### config.mk
export PLATFORM = sky130hd
export DESIGN_NAME = gray_counter
export DESIGN_NICKNAME = d
export VERILOG_FILES = /design/src/rtl/gray_pkg.sv /design/src/rtl/bin2gray_enc.sv /design/src/rtl/gray_counter.sv
export SDC_FILE = /design/constraint.sdc
export NUM_CORES = 1
export LEC_CHECK = 0
export ABC_AREA = 1
export CAP_MARGIN = 40
export CORE_AREA = 2 2 66 43
export DETAILED_ROUTE_END_ITERATION = 12
export DIE_AREA = 0 0 68 45
export PLACE_DENSITY_LB_ADDON = 0.25
export SYNTH_ARGS = -nofsm -noshare
export SYNTH_HDL_FRONTEND = slang
export SYNTH_HIERARCHICAL = 1
export SYNTH_SLANG_ARGS = --single-unit
export TNS_END_PERCENT = 30
### constraint.sdc
create_clock -name clk -period 5.4 [get_ports clk]
set_clock_uncertainty 0.2 [all_clocks]
set_input_delay 1.35 -clock clk [delete_from_list [all_inputs] [get_ports clk]]
set_output_delay 1.35 -clock clk [all_outputs]
set_load 0.05 [all_outputs]
### src/rtl/gray_pkg.sv
// ---------------------------------------------------------------------------
// gray_pkg
// Shared definitions for the Gray-coded counter and its consumers.
//   DEFAULT_SIZE : default count width used by gray_counter
//   MAX_SIZE     : widest count the helper functions handle
//   bin2gray()   : binary -> reflected Gray code
//   gray2bin()   : reflected Gray code -> binary
// Both helpers work on MAX_SIZE-bit values; narrower counts are passed in
// zero-extended, which leaves the result correct in the low SIZE bits.
// ---------------------------------------------------------------------------
package gray_pkg;

  localparam int DEFAULT_SIZE = 8;
  localparam int MAX_SIZE     = 32;

  function automatic logic [MAX_SIZE-1:0] bin2gray(input logic [MAX_SIZE-1:0] b);
    return b ^ (b >> 1);
  endfunction

  // Each binary bit is the XOR of all Gray bits at and above it, so walk
  // from the MSB down carrying the running parity.
  function automatic logic [MAX_SIZE-1:0] gray2bin(input logic [MAX_SIZE-1:0] g);
    logic [MAX_SIZE-1:0] b;
    b[MAX_SIZE-1] = g[MAX_SIZE-1];
    for (int i = MAX_SIZE - 2; i >= 0; i--) begin
      b[i] = b[i+1] ^ g[i];
    end
    return b;
  endfunction

endpackage

### src/rtl/bin2gray_enc.sv
// ---------------------------------------------------------------------------
// bin2gray_enc
// Combinational binary-to-Gray encoder.
//   bin  in  SIZE  binary value
//   gray out SIZE  bin ^ (bin >> 1)
// ---------------------------------------------------------------------------
module bin2gray_enc
  import gray_pkg::*;
#(
  parameter int SIZE = DEFAULT_SIZE
) (
  input  logic [SIZE-1:0] bin,
  output logic [SIZE-1:0] gray
);

  logic [MAX_SIZE-1:0] gray_wide;

  // Zero extension keeps the top Gray bit equal to the top binary bit.
  assign gray_wide = bin2gray(MAX_SIZE'(bin));
  assign gray      = gray_wide[SIZE-1:0];

endmodule

### src/rtl/gray_counter.sv
// ---------------------------------------------------------------------------
// gray_counter
// Registered up/down counter producing a binary count and its Gray code.
// Every output comes straight from a flop; gray and flags are computed from
// the next binary value so they always agree with bin.
//   clk      in  1     rising-edge clock
//   rst_n    in  1     asynchronous active-low reset
//   en       in  1     count enable, one step per cycle
//   up       in  1     1 = increment, 0 = decrement (used only when en=1)
//   load     in  1     synchronous load, wins over en
//   load_bin in  SIZE  value loaded into bin
//   gray     out SIZE  registered Gray count
//   bin      out SIZE  registered binary count
//   at_max   out 1     bin is all ones
//   at_min   out 1     bin is zero
//   wrapped  out 1     one-cycle pulse after crossing an end (WRAP=1 only)
// Parameters: SIZE (2..32), WRAP (1 = wrap, 0 = saturate).
// ---------------------------------------------------------------------------
module gray_counter
  import gray_pkg::*;
#(
  parameter int SIZE = DEFAULT_SIZE,
  parameter bit WRAP = 1'b1
) (
  input  logic            clk,
  input  logic            rst_n,
  input  logic            en,
  input  logic            up,
  input  logic            load,
  input  logic [SIZE-1:0] load_bin,
  output logic [SIZE-1:0] gray,
  output logic [SIZE-1:0] bin,
  output logic            at_max,
  output logic            at_min,
  output logic            wrapped
);

  // One extra bit on each side of the adder exposes carry/borrow, which is
  // exactly the "crossed an end of the range" indicator.
  logic [SIZE:0]   inc_ext;
  logic [SIZE:0]   dec_ext;
  logic [SIZE-1:0] bin_next;
  logic [SIZE-1:0] gray_next;
  logic            wrapped_next;

  assign inc_ext = {1'b0, bin} + {{SIZE{1'b0}}, 1'b1};
  assign dec_ext = {1'b0, bin} - {{SIZE{1'b0}}, 1'b1};

  always_comb begin
    // NOTE: defaults first so every path assigns every output; a missing
    // branch would otherwise infer a latch.
    bin_next     = bin;
    wrapped_next = 1'b0;
    if (load) begin
      bin_next = load_bin;
    end else if (en) begin
      if (up) begin
        // In saturate mode a carry means "already at the top": hold.
        if (!inc_ext[SIZE] || WRAP) bin_next = inc_ext[SIZE-1:0];
        wrapped_next = inc_ext[SIZE] & WRAP;
      end else begin
        if (!dec_ext[SIZE] || WRAP) bin_next = dec_ext[SIZE-1:0];
        wrapped_next = dec_ext[SIZE] & WRAP;
      end
    end
  end

  bin2gray_enc #(
    .SIZE (SIZE)
  ) u_enc (
    .bin  (bin_next),
    .gray (gray_next)
  );

  // NOTE: every flop here is control/status state, so all of them take the
  // asynchronous reset; at_min resets high because bin resets to zero.
  always_ff @(posedge clk or negedge rst_n) begin
    if (!rst_n) begin
      bin     <= '0;
      gray    <= '0;
      at_max  <= 1'b0;
      at_min  <= 1'b1;
      wrapped <= 1'b0;
    end else begin
      // NOTE: non-blocking assignments so every flop samples pre-edge values.
      bin     <= bin_next;
      gray    <= gray_next;
      at_max  <= &bin_next;
      at_min  <= ~|bin_next;
      wrapped <= wrapped_next;
    end
  end

endmodule
==> Yosys cells after proc, flatten, opt, wreduce, memory -nomap -nowiden <==
Cells that the tools add are included.
{ "word_totals": {"register_bits": 19, "inputBits": 13, "output_inout_bits": 19, "wordCells": 17} }
{ "classes": {"addsub": 2, "mux": 6, "bitwise": 1, "n_reduce_logical": 3} }
{ "op_table": {"columns": ["cell", "count"], "rows": [
  ["$mux W8", 3],
  ["$add A8 B1 Y9 const B", 1],
  ["$sub A8 B1 Y9 const B", 1],
  ["$reduce_and A8 Y1", 1],
  ["$reduce_or A8 Y1", 1],
  ["$xor A8 B7 Y8", 1],
  ["$mux W1", 3],
  ["$logic_not A1 Y1", 1]
]} }

==> Longest topological paths before layout <==
Gate-level depths: netlist of the first run.
{ "depth": {"ltp_word": 6, "mapped_depth": 12} }

==> Cells and area by module <==
Netlist of the first run, hierarchy kept.
{ "by_module_without_submodules": {"columns": ["module", "n_inst", "cells_each", "area_per_inst_um2"], "rows": [
  ["gray_counter", 1, 140, 1062.3],
  ["bin2gray_enc", 1, 30, 116.4]
]} }

==> Least setup slack after synthesis of the first run <==
OpenSTA, ideal clock, no wires.
{ "synth_timing": {"path_kind": "input to register", "from": "in en", "to": "reg at_min", "setup_time_ns": 0.067, "arrival_time_ns": 2.255, "slack_ns": 2.878, "cell_stages": 7, "cell_sequence": "buf_6 -> xor2_1 -> a21boi_0 -> nand2_2 -> nor2_2 -> nand3_1 -> nor2_1"} }
{ "synth_via": {"elab_chain_cells": 4} }
{ "synth_lines": {"columns": ["item", "line", "rtl"], "rows": [
  ["from (decl)", "gray_counter.sv:27", "input logic en,"],
  ["$mux W8", "gray_counter.sv:56", "end else if (en) begin"],
  ["$mux W8", "gray_counter.sv:54", "if (load) begin"],
  ["$reduce_or A8 Y1", "gray_counter.sv:89", "at_min <= ~|bin_next;"],
  ["$logic_not A1 Y1", "gray_counter.sv:89", null],
  ["to (signal assigned)", "gray_counter.sv:89", null],
  ["to (decl)", "gray_counter.sv:34", "output logic at_min,"]
]} }
Every way passes these cells.

==> Worst setup path after layout of the first run <==
{ "layout_timing": {"from": "reg bin[4]", "to": "out bin[4]"} }
{ "layout_lines": {"columns": ["item", "line", "rtl"], "rows": [
  ["from (decl)", "gray_counter.sv:32", "output logic [SIZE-1:0] bin,"],
  ["from (signal assigned)", "gray_counter.sv:86", "bin <= bin_next;"]
]} }
No word-level cell between the ends.

==> results of run 1 <==
## tightest hold or removal path, cell delays in order, from the launching register on
cell and delay [ns]:
dfrtp_1 0.37, inv_1 0.08, a21oi_1 0.12, nor2_1 0.06
## cell families after synthesis
| logic type | Yosys count |
|---|---|
| and+or+nand+nor | 107 |
| buffers and inverters | 31 |
| DFF | 19 |
| AOI/OAI and AO/OA | 9 |
| xor gates and xnor gates | 2 |
| adders and majority gates | 2 |
## final timing paths
kind | startpoint | to | depth (start not counted)
max | bin[4] | bin[4] | 1
max in group asynchronous | rst_n | bin[5] | 1
max reg2reg | bin[0] | gray[6] | 11
min reg2reg | bin[7] | wrapped | 3
min | bin[7] | wrapped | 3
min in group asynchronous | rst_n | bin[3] | 1
## power breakdown
part / total [mW] / internal [mW] / switching, mW / leakage, nW
combinational: 0.185 / 0.0605 / 0.124 / 0.550
sequential: 0.174 / 0.159 / 0.0149 / 0.225
clock: 0.0976 / 0.0513 / 0.0463 / 0.0255
total: 0.456 / 0.271 / 0.185 / 0.801
## flip-flops by register name, summed over array words and instances (netlist names)
signal	flops
at_max	1
bin	8
wrapped	1
gray	8
at_min	1
## cell usage after synthesis, types with 2 or more instances
| cell type | instances | area [sq um] |
|---|---|---|
| a21oi_1 | 3 | 15.0 |
| dfrtp_1 | 18 | 450 |
| ha_1 | 2 | 25.0 |
| inv_1 | 24 | 90.1 |
| inv_2 | 4 | 15.0 |
| nand2_1 | 61 | 229 |
| nand2_2 | 4 | 25.0 |
| nand3_1 | 17 | 85.1 |
| nand4_1 | 3 | 18.8 |
| nor2_1 | 14 | 52.6 |
| nor2_2 | 2 | 12.5 |
| or2_2 | 4 | 25.0 |
| xor2_1 | 2 | 17.5 |
## metrics by stage
step	std cells	util (%)	total power, mW
2_1_floorplan	170	-	0.298
5_1_grt	234	64.2	0.484
3_3_place_gp	230	62.3	0.358
6_report	234	64.2	0.456
4_1_cts	234	64.2	0.458
3_5_place_dp	230	62.3	0.360
## placed cells by master (no fill, tap or decap), drive strengths merged
master,netlist,final
nand2,65,65
clkdlybuf4s50,0,31
inv,28,28
dfrtp,18,18
nand3,18,18
nor2,17,17
or2,4,4
a21oi,4,4
nand4,3,3
clkbuf,0,3
o21ai,3,3
xor2,2,2
ha,2,2
o21bai,1,1
a21boi,1,1
dfstp,1,1
clkinv,0,1
## layout make-up
type	instances	area (sq um)	area share [%]
clock buffer	3	41.3	2.66
inverter	28	105	6.77
timing repair buffer	31	310	20.0
sequential	19	477	30.7
clock inverter	1	5.00	0.323
multi-input combinational	120	573	36.9
tap	32	40.0	2.58
## layer usage
layer,up-vias,part of all wire [%]
li1,580,-
met4,0,0.75
met3,5,7.1
met1,508,50
met5,-,0
met2,43,42
==> impl_metrics.ini, run 1 <==
[placed_design]
place_ws_ns = 2.14
dp_hpwl_um = 2280
port_buffers = 31
dpl_cell_area_sq_mm = 0.00151
gp_congestion = 0.897

[clock_tree]
cts_max_level = 1
cts_root_buf = clkbuf_8
clk_latency_ns = 0.26
clock-sinks = 19
cts_tree = yes
cts-resized-gates = 0
cts-buffers-inserted = 3
clock_path_buffers = 2
clk_pin_slew_ns = 0.07
cts_setup_buffers = 0
cts_hold_buf = 0

[global_routing]
first_global_vias = 1069
track_usage_pct = 21.6
overflow = 0
top_usage_layer = met2
grt_pass1_wl_um = 4770
antenna_found_initial = 0
grt.met1_usage_pct = 31.1
met2_usage_pct = 33.0
use_met3_pct = 5.49
grt_max_degree = 20

[layout]
antennaDiodeCount = 0
area.growth.synth_to_final_pct = 31.6
nets = 218
fin_area_sq_mm = 0.00155
drive_gt1_share_pct = 11.9
final.fill_count = 213

[yosys]
yosys_warnings = 6
synthSimpleGateAreaFrac_pct = 39.8
synth_xor_area_share_pct = 1.49
syn-instance-count = 170
ys_seq_area_share_pct = 40.4
synth-edff-count = 0
ys_ff_latch = 19
synth_mux_area_share_pct = 0
syn_area_sq_mm = 0.00118
synth_top_family_by_area = simple AND/OR/NAND/NOR gates
synth_ff_type = dfrtp_1
synth.distinct_cells = 25
syn_area_per_cell_sq_um = 6.93
syn_nets = 185
synth_compound_area_share_pct = 5.20
synthArstFlopShare_pct = 100
synthAdderAreaFrac_pct = 2.12

[die]
start_util_pct = 48.8
io_pins = 32
core_area_sq_mm = 0.00242
std_cell_rows = 14
die_area_sq_mm = 0.00306
die_w_um = 68
die_y_um = 45

[setup_path]
cpPeakStageDelay_ns = 0.85
cp.required_ns = 3.85
startpoint_type = flip-flop
reg2reg_slack_ns = 3.33
cp_top_family = buffers and inverters
slowest_stage = clkdlybuf4s50_1
crit_fanout = 8
endpoint_kind = primary output
crit_chain = clkdlybuf4s50_1
crit_type = flip-flop to primary output
worstPathArrival_ns = 1.61
path_buf_inv = 1

[detailed_routing]
drtIter0Drc = 107
vias = 1136
wl_per_cell_um = 12.5
vias_per_cell = 4.85
dr.pass1.iters = 5
antenna_left = 0
drc_errors = 0
routed_wl_um = 2930

[outcome]
status = finished clean

[sta]
slew_violations = 0
fin_crit_ns = 3.16
tns_ns = 0
rsz0062_at_grt = no
tightest_slew_ns = 0.836
fin_ws_ns = 2.24
setup_viol = 0
fmax_mhz = 317
hold_ws_ns = 0.466
slew_headroom_pct = 44.1
final_hold_viol_count = 0
fin_crit_sh_pct = 58.5

[power_and_ir_drop]
powerDensity_mw_per_mm2 = 294
ir_drop_uv = 197
p_leak_nw = 0.801

[run]
drv_cap = 0

[hold_path]
hp-class = flip-flop to flip-flop
Note: power is estimated with default switching activity, not from simulation.
==> run 2, diff against run 1 <==
--- a/config.mk
+++ b/config.mk
@@ -7,9 +7,9 @@
 export LEC_CHECK = 0
 export ABC_AREA = 1
 export CAP_MARGIN = 40
-export CORE_AREA = 2 2 66 43
+export CORE_AREA = 2 2 68 44
 export DETAILED_ROUTE_END_ITERATION = 12
-export DIE_AREA = 0 0 68 45
+export DIE_AREA = 0 0 70 46
 export PLACE_DENSITY_LB_ADDON = 0.25
 export SYNTH_ARGS = -nofsm -noshare
 export SYNTH_HDL_FRONTEND = slang
==> constraint.sdc (replaced) <==
create_clock -name clk -period 3.1 [get_ports clk]
set_clock_uncertainty 0.2 [all_clocks]
set_input_delay 0.775 -clock clk [delete_from_list [all_inputs] [get_ports clk]]
set_output_delay 0.775 -clock clk [all_outputs]
set_load 0.05 [all_outputs]
==> run 2 against run 1 <==
  * Clock power is 72% higher
  * Final area hardly changed
  * Sequential share of layout area hardly changed
  * Register-to-register slack worse by 2.2 ns
  * Utilization is 5.9 points lower
  * Count of clock-buffer cells in the layout is 1 higher
  * Wire length is 7.6% lower
  * Worst setup slack worse by 1.7 ns
  * Via count is 1.6% lower
  * Combinational power is 72% higher
  * Global-route usage is 3.6 points lower
  * Non-clock buffer count stayed put
==> impl_metrics.ini, run 2 (synthesis results as in run 1) <==
[layout]
final_cell_mix = 61 x nand2_1, 31 x clkdlybuf4s50_1, 24 x inv_1
seq_area_sq_um = 477
reg_top3 = bin: 8 flops, gray: 8 flops
multiInputGateArea_sq_um = 573
final.fill_count = 252
final_common_cell = nand2_1
drive_gt1_share_pct = 11.4
fin_area_sq_mm = 0.00155
nets = 218
antennaDiodeCount = 0
area.growth.synth_to_final_pct = 31.7

[clock_tree]
cts_max_level = 1
clock-sinks = 19
cts_tree = yes
cts-resized-gates = 0
cts_hold_buf = 0
cts_setup_buffers = 0
clk_pin_slew_ns = 0.07
clock_path_buffers = 2
cts-buffers-inserted = 3
cts_root_buf = clkbuf_8
clk_latency_ns = 0.25

[detailed_routing]
vias = 1118
dr.pass1.iters = 4
vias_per_cell = 4.74
drtIter0Drc = 50
antenna_left = 0
wl_per_cell_um = 11.5
routed_wl_um = 2710
drc_errors = 0

[setup_path]
reg2reg_slack_ns = 1.09
endpoint_kind = primary output
startpoint_type = flip-flop
reg2reg_depth = 11
crit_fanout = 7
r2r-end = gray[5]
reg2reg_from = bin[0]
critical_path.startpoint = bin[3]
crit_chain = clkdlybuf4s50_1
slowest_stage = clkdlybuf4s50_1
cp_top_family = buffers and inverters
cp.required_ns = 2.12
worstPathArrival_ns = 1.58
cpPeakStageDelay_ns = 0.86
path_buf_inv = 1
crit_type = flip-flop to primary output

[die]
io_pins = 32
core_area_sq_mm = 0.00267
die_y_um = 46
std_cell_rows = 15
start_util_pct = 44.2
die_w_um = 70
die_area_sq_mm = 0.00322

[sta]
fmax_mhz = 392
rsz0062_at_grt = no
final_hold_viol_count = 0
setup_viol = 0
fin_crit_ns = 2.55
tns_ns = 0
slew_violations = 0
slew_headroom_pct = 44.9
fin_crit_sh_pct = 82.3
tightest_slew_ns = 0.824

[global_routing]
first_global_vias = 1000
antenna_found_initial = 0
track_usage_pct = 18.0
grt_pass1_wl_um = 4460
overflow = 0
grt_max_degree = 20

[power_and_ir_drop]
p_sw_mw = 0.314
combPwrFrac_pct = 40.3
powerDensity_mw_per_mm2 = 508
power_frac_seq_pct = 38.3
p_leak_nw = 0.798
intPower_mw = 0.474
power_switching_share_pct = 39.9
ir_drop_uv = 283
p_clk_share_pct = 21.4

[placed_design]
port_buffers = 31
gp_congestion = 0.852
dpl_cell_area_sq_mm = 0.00151
dp_hpwl_um = 2110

[hold_path]
hp-class = flip-flop to flip-flop
hold_path_startpoint = bin[7]
whs_endpoint = wrapped
hold_depth = 3

[run]
drv_cap = 0

[outcome]
status = finished clean
[run 2: cell count changes in the layout (fill, tap and decap cells not counted), sizes merged]
cell | before | now
clkinv | 1 | 0
clkbuf | 3 | 4
[run 2: worst max path at each step]
stage,slack (ns),to,cells after the start
finish,0.55,bin[3],1
global route,0.50,gray[5],10
CTS,0.54,bin[4],1
detailed placement,0.45,gray[6],10
global placement,0.47,gray[6],10
floorplan,1.05,gray[6],12
[run 2: power groups by stage]
stage,clock network [mW],logic (mW),registers (mW)
finish,0.168,0.318,0.302
global route,0.184,0.346,0.305
CTS,0.173,0.320,0.302
detailed placement,0,0.318,0.306
global placement,0,0.315,0.305
floorplan,0,0.113,0.406
[run 2: final cells by class]
type                    instances  share of cell area (%)
well taps                      34                    2.74
repair buffers                 31                    20.0
inverters                      28                    6.77
flip-flops and latches         19                    30.7
multi-input cells             120                    36.9
clock buffers                   4                    2.90
[run 2: through the flow]
stage | utilization [%] | hold slack (ns) | worst slack (ns) | power, mW | instances
floorplan | - | 0.279 | 1.05 | 0.519 | 170
global placement | 56.6 | 0.453 | 0.475 | 0.620 | 232
detailed placement | 56.6 | 0.472 | 0.451 | 0.624 | 232
CTS | 58.3 | 0.489 | 0.542 | 0.795 | 236
global route | 58.3 | 0.530 | 0.496 | 0.836 | 236
finish | 58.3 | 0.475 | 0.548 | 0.788 | 236
[run 2: metal layers]
metal / vias to the layer above / routed length [um] / track usage (%) / part of all wire [%]
li1: 582 / - / - / -
met1: 500 / 1350 / 24.8 / 50
met2: 34 / 1180 / 29.0 / 44
met3: 2 / 169 / 5.75 / 6.2
met4: 0 / 4 / 2.31 / 0.15
met5: - / 0 / 0 / 0
